--- src/rtl/result_collector_pkg.sv ---
// rtl/result_collector_pkg.sv - shared types, defaults and sizing helper for result_collector
// Contents:
//   state_t     : collector FSM states (COLLECT, HOLD)
//   DEF_*       : default parameter values for the collector
//   beat_cnt_w  : width of a counter that must hold 0..BEATS inclusive
package result_collector_pkg;

  typedef enum logic {
    COLLECT = 1'b0,
    HOLD    = 1'b1
  } state_t;

  localparam int DEF_DATA_W  = 8;
  localparam int DEF_BEATS   = 100;
  localparam int DEF_LATENCY = 1;
  localparam int DEF_CNT_W   = 16;

  function automatic int beat_cnt_w(input int beats);
    return $clog2(beats + 1);
  endfunction

endpackage

--- src/rtl/delay_pipe.sv ---
// rtl/delay_pipe.sv - fixed-depth shift register with synchronous active-high reset
// Ports:
//   clk   : clock, all stages advance on posedge
//   reset : synchronous, active-high; clears every stage
//   din   : value entering stage 0
//   dout  : value leaving the last stage, DEPTH cycles after din
module delay_pipe #(
  parameter int WIDTH = 1,
  parameter int DEPTH = 1
) (
  input  logic             clk,
  input  logic             reset,
  input  logic [WIDTH-1:0] din,
  output logic [WIDTH-1:0] dout
);

  logic [WIDTH-1:0] stage [DEPTH];

  always_ff @(posedge clk) begin
    if (reset) begin
      for (int i = 0; i < DEPTH; i++) stage[i] <= '0;
    end else begin
      stage[0] <= din;
      for (int i = 1; i < DEPTH; i++) stage[i] <= stage[i-1];
    end
  end

  assign dout = stage[DEPTH-1];

endmodule

--- src/rtl/result_collector.sv ---
// rtl/result_collector.sv - aligns DUT results to stimulus beats and packs them into handshaked frames
// Optional feature macro: RESULT_COLLECTOR_CHECK_EN (builds the expected-sum pipe and mismatch counters)
// Ports:
//   clk, reset        : single clock, synchronous active-high reset
//   stim_valid/a/b    : operand pair issued to the DUT this cycle
//   res_i             : DUT result bus, sampled LATENCY cycles after its stimulus
//   out_valid/ready   : frame handshake; out_data holds beat k at [k*DATA_W +: DATA_W]
//   beat_cnt          : beats captured in the current frame (BEATS while a frame is held)
//   overflow/drop_cnt : sticky drop flag and saturating drop count
//   mismatch/_cnt     : sticky flag and saturating count of wrong results (0 unless CHECK_EN)
module result_collector
  import result_collector_pkg::*;
#(
  parameter int DATA_W  = DEF_DATA_W,
  parameter int BEATS   = DEF_BEATS,
  parameter int LATENCY = DEF_LATENCY,
  parameter int CNT_W   = DEF_CNT_W
) (
  input  logic                          clk,
  input  logic                          reset,
  input  logic                          stim_valid,
  input  logic [DATA_W-1:0]             stim_a,
  input  logic [DATA_W-1:0]             stim_b,
  input  logic [DATA_W-1:0]             res_i,
  output logic                          out_valid,
  output logic [DATA_W*BEATS-1:0]       out_data,
  input  logic                          out_ready,
  output logic [beat_cnt_w(BEATS)-1:0]  beat_cnt,
  output logic                          overflow,
  output logic [CNT_W-1:0]              drop_cnt,
  output logic                          mismatch,
  output logic [CNT_W-1:0]              mismatch_cnt
);

  localparam int BCW = beat_cnt_w(BEATS);
  localparam logic [BCW-1:0] LAST = BCW'(BEATS - 1);

  state_t            state, state_n;
  logic              beat_v;
  logic              capture;
  logic              clear;
  logic              drop;
  logic [DATA_W-1:0] slot [BEATS];

  delay_pipe #(.WIDTH(1), .DEPTH(LATENCY)) u_valid_pipe (
    .clk   (clk),
    .reset (reset),
    .din   (stim_valid),
    .dout  (beat_v)
  );

  always_ff @(posedge clk) begin
    if (reset) state <= COLLECT;
    else       state <= state_n;
  end

  always_comb begin
    state_n = state;
    capture = 1'b0;
    clear   = 1'b0;
    drop    = 1'b0;
    case (state)
      COLLECT: begin
        if (beat_v) begin
          capture = 1'b1;
          if (beat_cnt == LAST) state_n = HOLD;
        end
      end
      HOLD: begin
        if (out_ready) begin
          // A beat arriving with the handshake opens the next frame at slot 0;
          // with single-beat frames that alone completes the next frame.
          clear   = 1'b1;
          capture = beat_v;
          state_n = (beat_v && LAST == '0) ? HOLD : COLLECT;
        end else if (beat_v) begin
          drop = 1'b1;
        end
      end
      default: state_n = COLLECT;
    endcase
  end

  assign out_valid = (state == HOLD);

  always_ff @(posedge clk) begin
    if (reset) begin
      beat_cnt <= '0;
      overflow <= 1'b0;
      drop_cnt <= '0;
      for (int k = 0; k < BEATS; k++) slot[k] <= '0;
    end else begin
      if (clear) begin
        beat_cnt <= capture ? BCW'(1) : '0;
        for (int k = 0; k < BEATS; k++) slot[k] <= '0;
        if (capture) slot[0] <= res_i;
      end else if (capture) begin
        beat_cnt <= beat_cnt + BCW'(1);
        for (int k = 0; k < BEATS; k++) begin
          if (beat_cnt == BCW'(k)) slot[k] <= res_i;
        end
      end
      if (drop) begin
        overflow <= 1'b1;
        if (drop_cnt != '1) drop_cnt <= drop_cnt + CNT_W'(1);
      end
    end
  end

  for (genvar k = 0; k < BEATS; k++) begin : g_pack
    assign out_data[k*DATA_W +: DATA_W] = slot[k];
  end

`ifdef RESULT_COLLECTOR_CHECK_EN
  logic [DATA_W-1:0] stim_sum;
  logic [DATA_W-1:0] exp_sum;

  assign stim_sum = stim_a + stim_b;

  delay_pipe #(.WIDTH(DATA_W), .DEPTH(LATENCY)) u_sum_pipe (
    .clk   (clk),
    .reset (reset),
    .din   (stim_sum),
    .dout  (exp_sum)
  );

  // Checked on every aligned beat, including beats dropped while a frame is held.
  always_ff @(posedge clk) begin
    if (reset) begin
      mismatch     <= 1'b0;
      mismatch_cnt <= '0;
    end else if (beat_v && res_i != exp_sum) begin
      mismatch <= 1'b1;
      if (mismatch_cnt != '1) mismatch_cnt <= mismatch_cnt + CNT_W'(1);
    end
  end
`else
  logic unused_stim;
  assign unused_stim  = ^{stim_a, stim_b};
  assign mismatch     = 1'b0;
  assign mismatch_cnt = '0;
`endif

endmodule
--- config.mk ---
export PLATFORM = sky130hd
export DESIGN_NAME = result_collector
export DESIGN_NICKNAME = d
export VERILOG_FILES = /design/src/rtl/result_collector_pkg.sv /design/src/rtl/delay_pipe.sv /design/src/rtl/result_collector.sv
export SDC_FILE = /design/constraint.sdc
export NUM_CORES = 1
export LEC_CHECK = 0
export CELL_PAD_IN_SITES_DETAIL_PLACEMENT = 0
export CELL_PAD_IN_SITES_GLOBAL_PLACEMENT = 2
export CORE_AREA = 2 2 339 341
export DETAILED_ROUTE_END_ITERATION = 12
export DIE_AREA = 0 0 341 343
export DONT_BUFFER_PORTS = 1
export MAX_ROUTING_LAYER = met4
export PLACE_DENSITY = 0.67
export SYNTH_ARGS = -nofsm -noshare
export SYNTH_HDL_FRONTEND = slang
export SYNTH_HIERARCHICAL = 1
export SYNTH_SLANG_ARGS = --single-unit
--- constraint.sdc ---
create_clock -name clk -period 4 [get_ports clk]
set_clock_uncertainty 0.15 [all_clocks]
set_input_delay 0.8 -clock clk [delete_from_list [all_inputs] [get_ports clk]]
set_output_delay 0.8 -clock clk [all_outputs]
set_load 0.05 [all_outputs]
==> Word level (Yosys, flattened, before mapping) <==
Memory sizes are Yosys's and may differ from the RTL's.
Index checks and enable logic that the tools add are counted.
{ "op_classes": {"addsub": 2, "mux": 726, "bitwise_logic": 202, "eq_ne": 100, "n_reduce_logical": 4} }
{ "op_table": {"columns": ["op", "count"], "rows": [
  ["two-way mux 8 bit", 201],
  ["two-way mux 1 bit", 521],
  ["equality test 7 bit (second input constant)", 36],
  ["equality test 7 x 6 -> 1 bit (second input constant)", 32],
  ["bitwise OR 1 bit", 201],
  ["equality test 7 x 5 -> 1 bit (second input constant)", 16],
  ["equality test 7 x 4 -> 1 bit (second input constant)", 8],
  ["equality test 7 x 3 -> 1 bit (second input constant)", 4],
  ["adder 16 x 1 -> 16 bit (second input constant)", 1],
  ["inequality test 16 bit (second input constant)", 1],
  ["equality test 7 x 2 -> 1 bit (second input constant)", 2],
  ["two-way mux 7 bit", 2],
  ["adder 7 x 1 -> 7 bit (second input constant)", 1],
  ["equality test 7 x 1 -> 1 bit (second input constant)", 1],
  ["logical NOT 7 bit", 1],
  ["case mux 1 bit (2 select lines)", 2],
  ["AND reduction 2 bit", 1],
  ["nonzero test 2 bit", 1],
  ["inverter 1 bit", 1],
  ["OR reduction 1 bit", 1]
]} }
{ "word_totals": {"inputBits": 28, "elab_cells": 1040, "mem_bits_rw": 801, "n_memories": 2, "ff_bits": 25} }
{ "memory_table": {"columns": ["memory", "words", "word_bits", "read_ports", "rd_ports_with_merged_regs", "write_ports", "line", "rtl"], "rows": [
  ["slot", 100, 8, 100, 0, 100, "result_collector.sv:43", "logic [DATA_W-1:0] slot [BEATS];"],
  ["u_valid_pipe.stage", 1, 1, 1, 0, 1, "delay_pipe.sv:17", "logic [WIDTH-1:0] stage [DEPTH];"]
]} }

==> Longest topological paths before layout <==
An unclocked memory read counts as a cell.
{ "logic_depth": {"depth_word": 9, "depth_mapped": 6, "mapped_depth_nobuf": 6} }

==> Hierarchy <==
Netlist, hierarchy kept.
{ "modules_own_cells": {"columns": ["module", "seq_area_each_um2", "cells_each", "area_each_um2", "n_inst"], "rows": [
  ["result_collector", 24523.5, 2157, 31471.4, 1],
  ["delay_pipe", 20.0, 2, 33.8, 1]
]} }

==> Worst setup path after synthesis <==
OpenSTA, ideal clock, no wires.
{ "synth_timing": {"path_kind": "register to register", "start": "reg beat_cnt[0]", "end": "mem slot[0][440] (netlist bit) (enable)", "t_arrival_ns": 2.260, "synth_period_minus_slack_ns": 2.794, "setup_slack_ns": 1.206, "setup_ns": 0.384, "stages_incl_launch_ff": 6, "required_time_ns": 3.466, "cell_sequence": "dfxtp_1 -> ha_1 -> nand3b_1 -> or2_2 -> clkbuf_1 -> o21ai_0"} }
{ "synth_lines": {"columns": ["element", "line", "rtl"], "rows": [
  ["start, declared", "result_collector.sv:28", "output logic [beat_cnt_w(BEATS)-1:0] beat_cnt,"],
  ["start signal, assigned", "result_collector.sv:94", "beat_cnt <= capture ? BCW'(1) : '0;"],
  ["start signal, assigned", "result_collector.sv:98", "beat_cnt <= beat_cnt + BCW'(1);"],
  ["end, declared", "result_collector.sv:43", null]
]} }

==> impl_metrics.csv <==
group,metric,value,unit
cts,root_buffer,"clkbuf_16",
detailed_routing,drc_errors,0,
place,portBuffers,0,
die,pin_count,870,
synth,syn_area,31510,sq um
timing,finalHoldViolCount,0,
synth,yosys.area.top_type_share,76.25,%
cts,numCtsBuffers,88,
synth,synthMostInstantiatedCell,"edfxtp_1",
die,die_h,343,um
synth,yosysTopAreaCell,"edfxtp_1",
synth,postSynthCellCount,2159,
timing,max_freq,291.7,MHz
cts,tritoncts,"done",
synth,synth_warnings,6,
worst_setup_path,critPathLaunchType,"flip-flop",
synth,async_flop_share,0,%
cts,clk_latency,0.64,ns
pwr,clock_power_share,42.5,%
timing,finalCritPeriodShare,85.69,%
place,post-place-ws,0.4358,ns
global_route,grtUsageTotal,18.11,%
synth,synth_commonest_cells,"edfxtp_1 (800), and2_1 (513), nor2_1 (357)",
pwr,internal_power,14.85,mW
worst_setup_path,critical_path.slowest_cell,"dfxtp_1",
cells_and_area,area_growth,16.28,%
detailed_routing,drt_iter0_markers,1229,
detailed_routing,first_pass_iters,5,
pwr,p_per_area,542.6,nW/um^2
cells_and_area,post-route-util,32.30,%
worst_setup_path,cp_max_fo,8,
worst_setup_path,critical_path_required,4.17,ns
worst_setup_path,crit_buf_inv,1,
global_route,grt.overflow.total,0,
worst_setup_path,cp_slowest_stage_delay,0.76,ns
cells_and_area,nets,2246,
status,outcome,"complete, no violations",
synth,synth-seq-cells,826,
synth,synth_edf_count,800,
detailed_routing,wl_per_cell,28.15,um
worst_setup_path,cp-end-kind,"flip-flop",
die,die_x,341,um
timing,finalSetupTns,0,ns
die,num_rows,124,
synth,avgSynthCellArea,14.59,sq um
place,gp_congestion,0.8099,
synth,synthFlopType,"edfxtp_1",
worst_setup_path,worstPathArrival,3.60,ns
pwr,switching_share,25.28,%
die,start_util,27.78,%
synth,synth_cell_type_count,45,
global_route,grt_first_pass_wirelength,142200,um
worst_setup_path,reg2reg_slack,0.57,ns
cts,clkTransAtPathRegs,0.06,ns
cells_and_area,final.fill_count,11039,
cts,cts_max_path_buffers,3,
synth,yosysSeqAreaShare,77.90,%
detailed_routing,totalWireLength,106800,um
cts,cts.sinks,826,
timing,fin_crit,3.428,ns
place,dpl.hpwl,73570,um
global_route,grt_pass1_vias,17074,
die,dieArea,117000,sq um
pwr,p_leak,12.98,nW
worst_setup_path,cp_top_family,"simple AND/OR/NAND/NOR gates",
timing,rsz0062_at_grt,"no",
pwr,p_comb_share,2.0,%
synth,synth_area_leaders,"edfxtp_1 (76%), and2_1 (10%), nor2_1 (4.3%), dfxtp_1 (1.7%), clkbuf_1 (1.3%)",
global_route,grt_max_degree,66,
worst_hold_path,hold_path.class,"in -> reg",
timing,slew_viol_final,0,
run,maxCapViolations,0,
worst_setup_path,critPathKind,"reg -> reg",
timing,final-setup-viol-count,0,
pwr,seqPwrFrac,55.4,%
timing,relSlewSlack,21.61,%
detailed_routing,viasPerCell,4.562,
worst_setup_path,path_cells,"ha_1, nand3b_2, nor3_1, buf_4, nor2b_1, nand2b_1",
detailed_routing,via_count,17318,
timing,worst_pin_slew,1.176,ns
pwr,p_sw,5.026,mW
cells_and_area,drive_gt1_share,11.44,%
detailed_routing,ant_nets,0,
cts,cts_resized,0,
timing,fin_ws,0.5724,ns
global_route,antenna_found_initial,7,
cts,htreeDepth,3,
pwr,peakVddDrop,0.0003191,V
die,core_area,113400,sq um
power groups by stage:
| stage | Combinational [mW] | Clock, mW | Sequential [mW] |
|---|---|---|---|
| finish | 0.402 | 8.46 | 11.0 |
| global placement | 0.395 | 0 | 11.2 |
| global route | 0.434 | 8.95 | 11.0 |
| CTS | 0.410 | 8.61 | 11.0 |
| floorplan | 0.297 | 0 | 11.1 |
| detailed placement | 0.409 | 0 | 11.2 |
cell type report:
cell class	count	area (sq um)	area share [%]
clock buffer	104	2315	6.318
antenna	3	7.507	0.02049
timing repair buffer	97	755.7	2.063
sequential	826	24540	66.99
tap	1512	1892	5.164
clock inverter	54	704.4	1.923
multi-input combinational	1197	6406	17.49
inverter	3	11.26	0.03074
cell families after synthesis:
kind of cell | count (synthesis) | synth area share, %
and+or+nand+nor | 1080 | 18.08
other | 1 | 0.01190
AOI/OAI and AO/OA | 89 | 1.537
adders and majority gates | 5 | 0.1986
muxes | 4 | 0.1430
xor gates and xnor gates | 2 | 0.05561
DFF | 826 | 77.90
buffers and inverters | 152 | 2.073
cell usage in the layout (no fill, tap or decap), types with 16 or more instances in the layout:
cell type / instances
nand2_1: 86
dfxtp_1: 26
edfxtp_1: 800
o21ai_0: 54
nor3_1: 16
buf_4: 94
clkbuf_16: 90
conb_1: 17
and2_1: 513
nor2_1: 357
nand2b_1: 18
metrics by stage:
stage	instances	total power, mW	area [sq um]	hold slack (ns)
floorplan	2175	11.37	31570	0.4936
global placement	3634	11.60	33600	0.5311
detailed placement	3634	11.61	33600	0.5330
CTS	3793	20.05	36630	0.002206
global route	3793	20.42	36630	0.02065
finish	3796	19.88	36640	0.06668
sequential cells by signal, summed over array words and instances, names as in the netlist:
name                cells
out_valid               1
u_valid_pipe/stage      1
slot                  800
drop_cnt               16
overflow                1
beat_cnt                7
worst paths after layout:
kind,from,end,depth (start not counted)
max,beat_cnt[0]$_SDFFE_PP0P_,slot[0][267]$_SDFFCE_PN0P_,6
min,reset,u_valid_pipe/stage[0]$_SDFF_PP0_,1
min reg2reg,out_valid$_SDFF_PP0_,beat_cnt[5]$_SDFFE_PP0P_,3
max reg2reg,beat_cnt[0]$_SDFFE_PP0P_,slot[0][267]$_SDFFCE_PN0P_,6
metal layers:
metal  vias to the layer above  share of wire (%)  track usage, %
li1                       7552                  -               -
met1                      8645                 36           19.71
met2                       921                 51           30.63
met3                       200                9.8           6.156
met4                         0                3.8           6.681
met5                         -                  0               -
timing repair:
| action | in CTS | in global routing |
|---|---|---|
| hold buffers | 1 | 0 |
| setup buffers | 0 | 0 |
| endpoints found under the hold margin | 1 | 0 |
No activity file was read; power rests on OpenSTA's default activity.
